===== src/rtl/branch_resolve_unit.sv =====
// branch_resolve_unit: EX-side companion of the gshare predictor.
// Keeps an in-order FIFO of fetch-time predictions. When EX resolves an
// instruction, the unit retires the oldest entry and drives the predictor
// update port. On a mispredict it sends a one-cycle PC redirect, clears the
// FIFO and holds fetch in FLUSH for FLUSH_CYCLES cycles.
// Optional build macro: BRU_PERF_CNT_EN adds saturating perf counters
// (perfBranches, perfMispredicts, perfFalseHits).
module branch_resolve_unit #(
  parameter int DEPTH        = 8,
  parameter int FLUSH_CYCLES = 2,
  parameter int CNT_WIDTH    = 32
) (
  input  logic                   clk,
  input  logic                   rst,
  input  logic                   fetchValid,
  input  logic [31:0]            fetchPc,
  input  logic                   fetchPredTaken,
  input  logic [31:0]            fetchPredTarget,
  output logic                   fetchReady,
  input  logic                   exValid,
  input  logic                   exBranch,
  input  logic                   exTaken,
  input  logic [31:0]            exTarget,
  output logic                   updBranch,
  output logic                   updTaken,
  output logic [31:0]            updPc,
  output logic [31:0]            updTarget,
  output logic                   redirectValid,
  output logic [31:0]            redirectPc,
  output logic                   flush,
  output logic [$clog2(DEPTH):0] qCount
`ifdef BRU_PERF_CNT_EN
  ,
  output logic [CNT_WIDTH-1:0]   perfBranches,
  output logic [CNT_WIDTH-1:0]   perfMispredicts,
  output logic [CNT_WIDTH-1:0]   perfFalseHits
`endif
);

  localparam int AW = $clog2(DEPTH);
  localparam int FW = (FLUSH_CYCLES > 1) ? $clog2(FLUSH_CYCLES) : 1;

  // Reject parameter sets the pointer and counter logic cannot handle.
  if (DEPTH < 2 || (DEPTH & (DEPTH - 1)) != 0 || FLUSH_CYCLES < 1 || CNT_WIDTH < 1) begin : g_bad_param
    $error("branch_resolve_unit: illegal parameter set");
  end

  typedef enum logic {S_RUN, S_FLUSH} state_t;

  state_t        r_state, w_stateNext;
  logic [FW-1:0] r_flushCnt, w_flushCntNext;

  logic [AW-1:0] r_head, r_tail;
  logic [AW:0]   r_count;
  logic [31:0]   r_pc        [DEPTH];
  logic          r_predTaken [DEPTH];
  logic [31:0]   r_predTgt   [DEPTH];

  logic          w_push, w_pop, w_mispredict, w_falseHit;
  logic [31:0]   w_headPc, w_headTgt, w_correctPc;
  logic          w_headTaken;

  assign w_headPc    = r_pc[r_head];
  assign w_headTaken = r_predTaken[r_head];
  assign w_headTgt   = r_predTgt[r_head];

  // EX only retires in RUN and only if something is in flight.
  assign w_pop      = exValid && (r_state == S_RUN) && (r_count != '0);
  assign w_push     = fetchValid && fetchReady;
  assign w_falseHit = !exBranch && w_headTaken;

  assign w_mispredict = w_pop && (
      (exBranch && (w_headTaken != exTaken)) ||
      (exBranch && w_headTaken && exTaken && (w_headTgt != exTarget)) ||
      w_falseHit);

  assign w_correctPc = (exBranch && exTaken) ? exTarget : (w_headPc + 32'd4);

  assign qCount = r_count;

  // FSM state register; flush down-counter lives alongside it.
  always_ff @(posedge clk) begin
    if (!rst) begin
      r_state    <= S_RUN;
      r_flushCnt <= '0;
    end else begin
      r_state    <= w_stateNext;
      r_flushCnt <= w_flushCntNext;
    end
  end

  // Next-state and fetch-side handshake outputs.
  always_comb begin
    w_stateNext    = r_state;
    w_flushCntNext = r_flushCnt;
    fetchReady     = 1'b0;
    flush          = 1'b0;
    case (r_state)
      S_RUN: begin
        fetchReady = (r_count != (AW+1)'(DEPTH));
        if (w_mispredict) begin
          w_stateNext    = S_FLUSH;
          w_flushCntNext = FW'(FLUSH_CYCLES - 1);
        end
      end
      S_FLUSH: begin
        flush = 1'b1;
        if (r_flushCnt == '0) w_stateNext = S_RUN;
        else                  w_flushCntNext = r_flushCnt - 1'b1;
      end
      default: w_stateNext = S_RUN;
    endcase
  end

  // FIFO pointers and occupancy; a mispredict wipes everything, including
  // a push arriving in the same cycle.
  always_ff @(posedge clk) begin
    if (!rst) begin
      r_head  <= '0;
      r_tail  <= '0;
      r_count <= '0;
    end else if (w_mispredict) begin
      r_head  <= '0;
      r_tail  <= '0;
      r_count <= '0;
    end else begin
      if (w_push) r_tail <= r_tail + 1'b1;
      if (w_pop)  r_head <= r_head + 1'b1;
      case ({w_push, w_pop})
        2'b10:   r_count <= r_count + 1'b1;
        2'b01:   r_count <= r_count - 1'b1;
        default: r_count <= r_count;
      endcase
    end
  end

  // Entry storage; contents are don't-care until written so no reset.
  always_ff @(posedge clk) begin
    if (w_push && !w_mispredict) begin
      r_pc[r_tail]        <= fetchPc;
      r_predTaken[r_tail] <= fetchPredTaken;
      r_predTgt[r_tail]   <= fetchPredTarget;
    end
  end

  // Registered predictor update and redirect; idle values are zero.
  always_ff @(posedge clk) begin
    if (!rst) begin
      updBranch     <= 1'b0;
      updTaken      <= 1'b0;
      updPc         <= '0;
      updTarget     <= '0;
      redirectValid <= 1'b0;
      redirectPc    <= '0;
    end else begin
      updBranch     <= w_pop && exBranch;
      updTaken      <= w_pop && exBranch && exTaken;
      updPc         <= (w_pop && exBranch) ? w_headPc : '0;
      updTarget     <= (w_pop && exBranch) ? exTarget : '0;
      redirectValid <= w_mispredict;
      redirectPc    <= w_mispredict ? w_correctPc : '0;
    end
  end

`ifdef BRU_PERF_CNT_EN
  // Saturating event counters, bumped on the edge that raises the pulse.
  always_ff @(posedge clk) begin
    if (!rst) begin
      perfBranches    <= '0;
      perfMispredicts <= '0;
      perfFalseHits   <= '0;
    end else begin
      if (w_pop && exBranch && (perfBranches != '1))
        perfBranches <= perfBranches + 1'b1;
      if (w_mispredict && (perfMispredicts != '1))
        perfMispredicts <= perfMispredicts + 1'b1;
      if (w_pop && w_falseHit && (perfFalseHits != '1))
        perfFalseHits <= perfFalseHits + 1'b1;
    end
  end
`endif

endmodule


===== config.mk =====
export PLATFORM = sky130hd
export DESIGN_NAME = branch_resolve_unit
export DESIGN_NICKNAME = d
export VERILOG_FILES = /design/src/rtl/branch_resolve_unit.sv
export SDC_FILE = /design/constraint.sdc
export NUM_CORES = 1
export LEC_CHECK = 0
export ABC_AREA = 0
export CAP_MARGIN = 20
export CORE_MARGIN = 2
export CORE_UTILIZATION = 52
export DETAILED_ROUTE_END_ITERATION = 6
export HOLD_SLACK_MARGIN = 0.03
export PLACE_DENSITY = 0.81
export SLEW_MARGIN = 30
export SYNTH_ARGS = -nofsm -noshare
export SYNTH_HDL_FRONTEND = slang
export SYNTH_SLANG_ARGS = --single-unit

===== constraint.sdc =====
create_clock -name clk -period 7.5 [get_ports clk]
set_clock_uncertainty 0.1 [all_clocks]
set_input_delay 0.75 -clock clk [delete_from_list [all_inputs] [get_ports clk]]
set_output_delay 0.75 -clock clk [all_outputs]
set_load 0.01 [all_outputs]

==> impl_results.md <==
- Cell Rows: approximately 80
- CTS Buf Count: 60
- Setup Crit Path Kind: flop to flop
- Core Box Area: between 40000 and 50000 sq um
- Largest net degree at the start of global routing: 57
- Die Area: between 40000 and 50000 sq um
- Seq cells post-synth: about 630
- Remaining antenna violation count: 0
- Post-CTS Hold Buffers: 0
- Total length of routed met3 wires: between 4000 and 5000 microns
- Ranking of synthesized cells by area: edfxtp_1 (65%), mux4_2 (10%), dfxtp_1 (9.4%)
- IO buf count: roughly 210
- Synth warn: 0
- Post-cts resize count: 0
- Antenna cell count: 0
- # setup viols final: 0
- Pre-CTS WS: roughly 2.0 ns
- CTS tree: yes
- Fin Setup TNS: 0 ns
- Area of the multi-input gates: 5830 sq um
- Worst Path Arrival: approximately 5.6 ns
- Actual slew at the worst max-slew pin: 0.898 ns
- Vias: between 10000 and 15000
- Initial antenna violation count: 4
- Post-synth EDFFs: 520
- Root buf cell: clkbuf_16
- Synth cell count leaders: edfxtp_1 (520), dfxtp_1 (114), mux4_2 (111)
- Die X: approximately 220 microns
- Pre-antenna DRT Iters: 5
- Final worst slack: between 2 and 2.5 ns
- Min Tclk post-route: between 5 and 6 ns
- Top sig layer: met5
- Hold Violations, Final: 0
- Hold slack: 0.379 ns
- DP Wirelength: approximately 35000 microns
- Global-route wire length before repair: between 80000 and 90000 microns
- Status: complete, no violations
- Count leader, synth: edfxtp_1
- Boundary Pins: between 200 and 250
- Worst-path clk slew: around 0.06 ns
- R2R setup slack: slightly above 2 ns
- Vias/cell: slightly below 6
- Cell variety after synth: 50
- Maximum clock frequency: roughly 180 MHz
- Synth area leader: edfxtp_1
- Non-filler cells, final: 2128
- Max_cap viols: 0
- Syn Area/Cell: just under 20 sq um
- Cell Pwr Density: roughly 330 nW/um^2
- Peak supply drop: roughly 0.21 mV
- Post-CTS setup buffer count: 0
- Worst Setup Start Kind: flop
- RD Place Congestion: approximately 0.81
- Metal-1 WL: ~22000 microns
- Max Root-Sink Buffers: 3
- Syn_nets: about 1300
- GRT Total Usage: 0.233
- H-tree Lvls: 2
- Hold Path Class: flop to flop
- DRT Wirelength: ~56000 microns
- Clock sink total: 634
- Share of layout cells above drive strength 1: 0.177
- Routed len/inst: around 26 microns
- Part of the cycle the worst path needs: 0.726
- Worst hold path endpoint: r_state
- Clk Latency, worst-skew pair: between 0.6 and 0.7 ns
- Sequential share of the synthesized area: 0.741
- Slew margin rel.: 0.400
- Req. time, crit path: 7.64 ns
- FFs w/ async S/R, synth: 0
- Leakage: roughly 9.4 nW
- Synth Instances: roughly 1200
- Metal2 WL: 27100 microns
- Total gr overflow: 0
- Area Overhead vs Synth: 20.0%
- R2R depth: 10
- Layout fillers: 3000
- Die Y-Extent: ~220 microns
- CP Capture Type: flop
- Iteration-0 DRC Markers: approximately 1300
- Register Area: between 15000 and 20000 sq um
- Post-Syn Area: 24200 sq um
- Initial Utilization: 0.530
- Critical path fanouts, max: between 40 and 50
- Yosys top cell area share: 0.646
- Beginning of the worst hold path: r_flushCnt
- Vias in the first global route: 12700
- Placed Cells: between 2000 and 2500
- Slew Limit Fails: 0
- Unrepaired setup endpoints after global routing: false
- DRC: 0
- # nets final: between 1500 and 2000
- Hold path depth: 2
- Top FF cell, synth: edfxtp_1
- Reg-to-reg endpoint: r_pc[7][20]
-- final cells by class --
cell class / count / share of cell area
flip-flops and latches: 634 / 0.618
multi-input cells: 536 / 0.201
repair buffers: 234 / 0.0799
clock buffers: 83 / 0.0595
well taps: 600 / 0.0259
clock inverters: 31 / 0.0145
inverters: 10 / 0.00130
-- worst max path at each step --
stage / endpoint / slack [ns] / cells past startpoint
after floorplan: r_pc[6][0] / 2.85 / 11
after global placement: r_pc[6][16] / 2.14 / 10
after detailed placement: r_pc[7][10] / 1.97 / 10
after CTS: r_predTgt[7][26] / 1.96 / 10
after global routing: r_predTgt[7][6] / 1.77 / 10
final: r_pc[7][20] / 2.06 / 10
-- cell usage in the layout (no fill, tap or decap), types with 3 or more instances in the layout --
master	instances
nand2_1	41
dfxtp_1	111
dfxtp_4	3
clkbuf_2	3
and2_1	38
buf_12	3
a21oi_1	19
clkinvlp_4	4
nand4_1	9
xor2_1	37
clkbuf_1	9
clkbuf_8	9
nand3b_1	3
ha_1	6
o21ai_0	3
clkbuf_16	62
nand3_1	5
nor2_1	70
clkinv_2	10
buf_4	23
clkinv_1	4
clkdlybuf4s50_1	207
mux4_1	17
mux2_2	7
and3_1	11
bufinv_16	10
mux2i_1	63
nor4_1	5
mux4_2	111
a211oi_1	18
inv_1	10
edfxtp_1	520
nor4_2	6
nor3_1	7
xnor2_1	30
-- per-stage QoR --
stage	total power [mW]	utilization	instance area [sq um]
after CTS	9.56	0.635	28900
after floorplan	5.66	-	24200
after global routing	9.86	0.636	29000
after global placement	6.27	0.587	26800
after detailed placement	6.34	0.588	26800
final	9.53	0.636	29000
-- critical path, stage by stage, from the launching register on --
cell and delay [ns]:
dfxtp_4 0.91, buf_4 0.66, mux4_2 0.59, mux2i_1 0.19, xor2_1 0.20, nand4_1 0.14
nor2_1 0.18, nand4_2 0.20, a21oi_2 0.37, and4_2 0.75, buf_4 0.70
-- report_power, final --
group | leakage (nW) | switching, mW | internal [mW]
sequential | 5.64 | 0.155 | 4.16
combinational | 2.67 | 1.11 | 0.878
clock | 1.05 | 1.28 | 1.95
total | 9.36 | 2.54 | 6.99
-- state kept, by name, indices dropped and copies added, names as in the netlist, named ones only --
signal / cells
updTaken: 1
r_tail: 3
r_predTgt: 256
r_predTaken: 8
updBranch: 1
r_state: 1
redirectPc: 32
qCount: 4
updPc: 32
updTarget: 32
redirectValid: 1
r_head: 3
r_flushCnt: 1
r_pc: 256
-- metal layers --
metal | vias to the layer above | global-route usage
met5 | - | 0
met4 | 4 | 0.0910
met3 | 118 | 0.0585
met2 | 642 | 0.375
met1 | 6468 | 0.308
li1 | 5363 | -
-- cell families (layout without fill, tap and decap cells) --
group / Yosys count / in the layout / synth area share
AO/OA/AOI/OAI: 46 / 46 / 0.0121
XOR/XNOR: 67 / 67 / 0.0243
adder cells (fa/ha/maj): 7 / 7 / 0.00394
buffers and inverters: 65 / 358 / 0.0193
flip-flops: 634 / 634 / 0.741
multiplexers: 198 / 198 / 0.151
AND/OR/NAND/NOR: 218 / 218 / 0.0481
(Power assumes the default switching activity.)
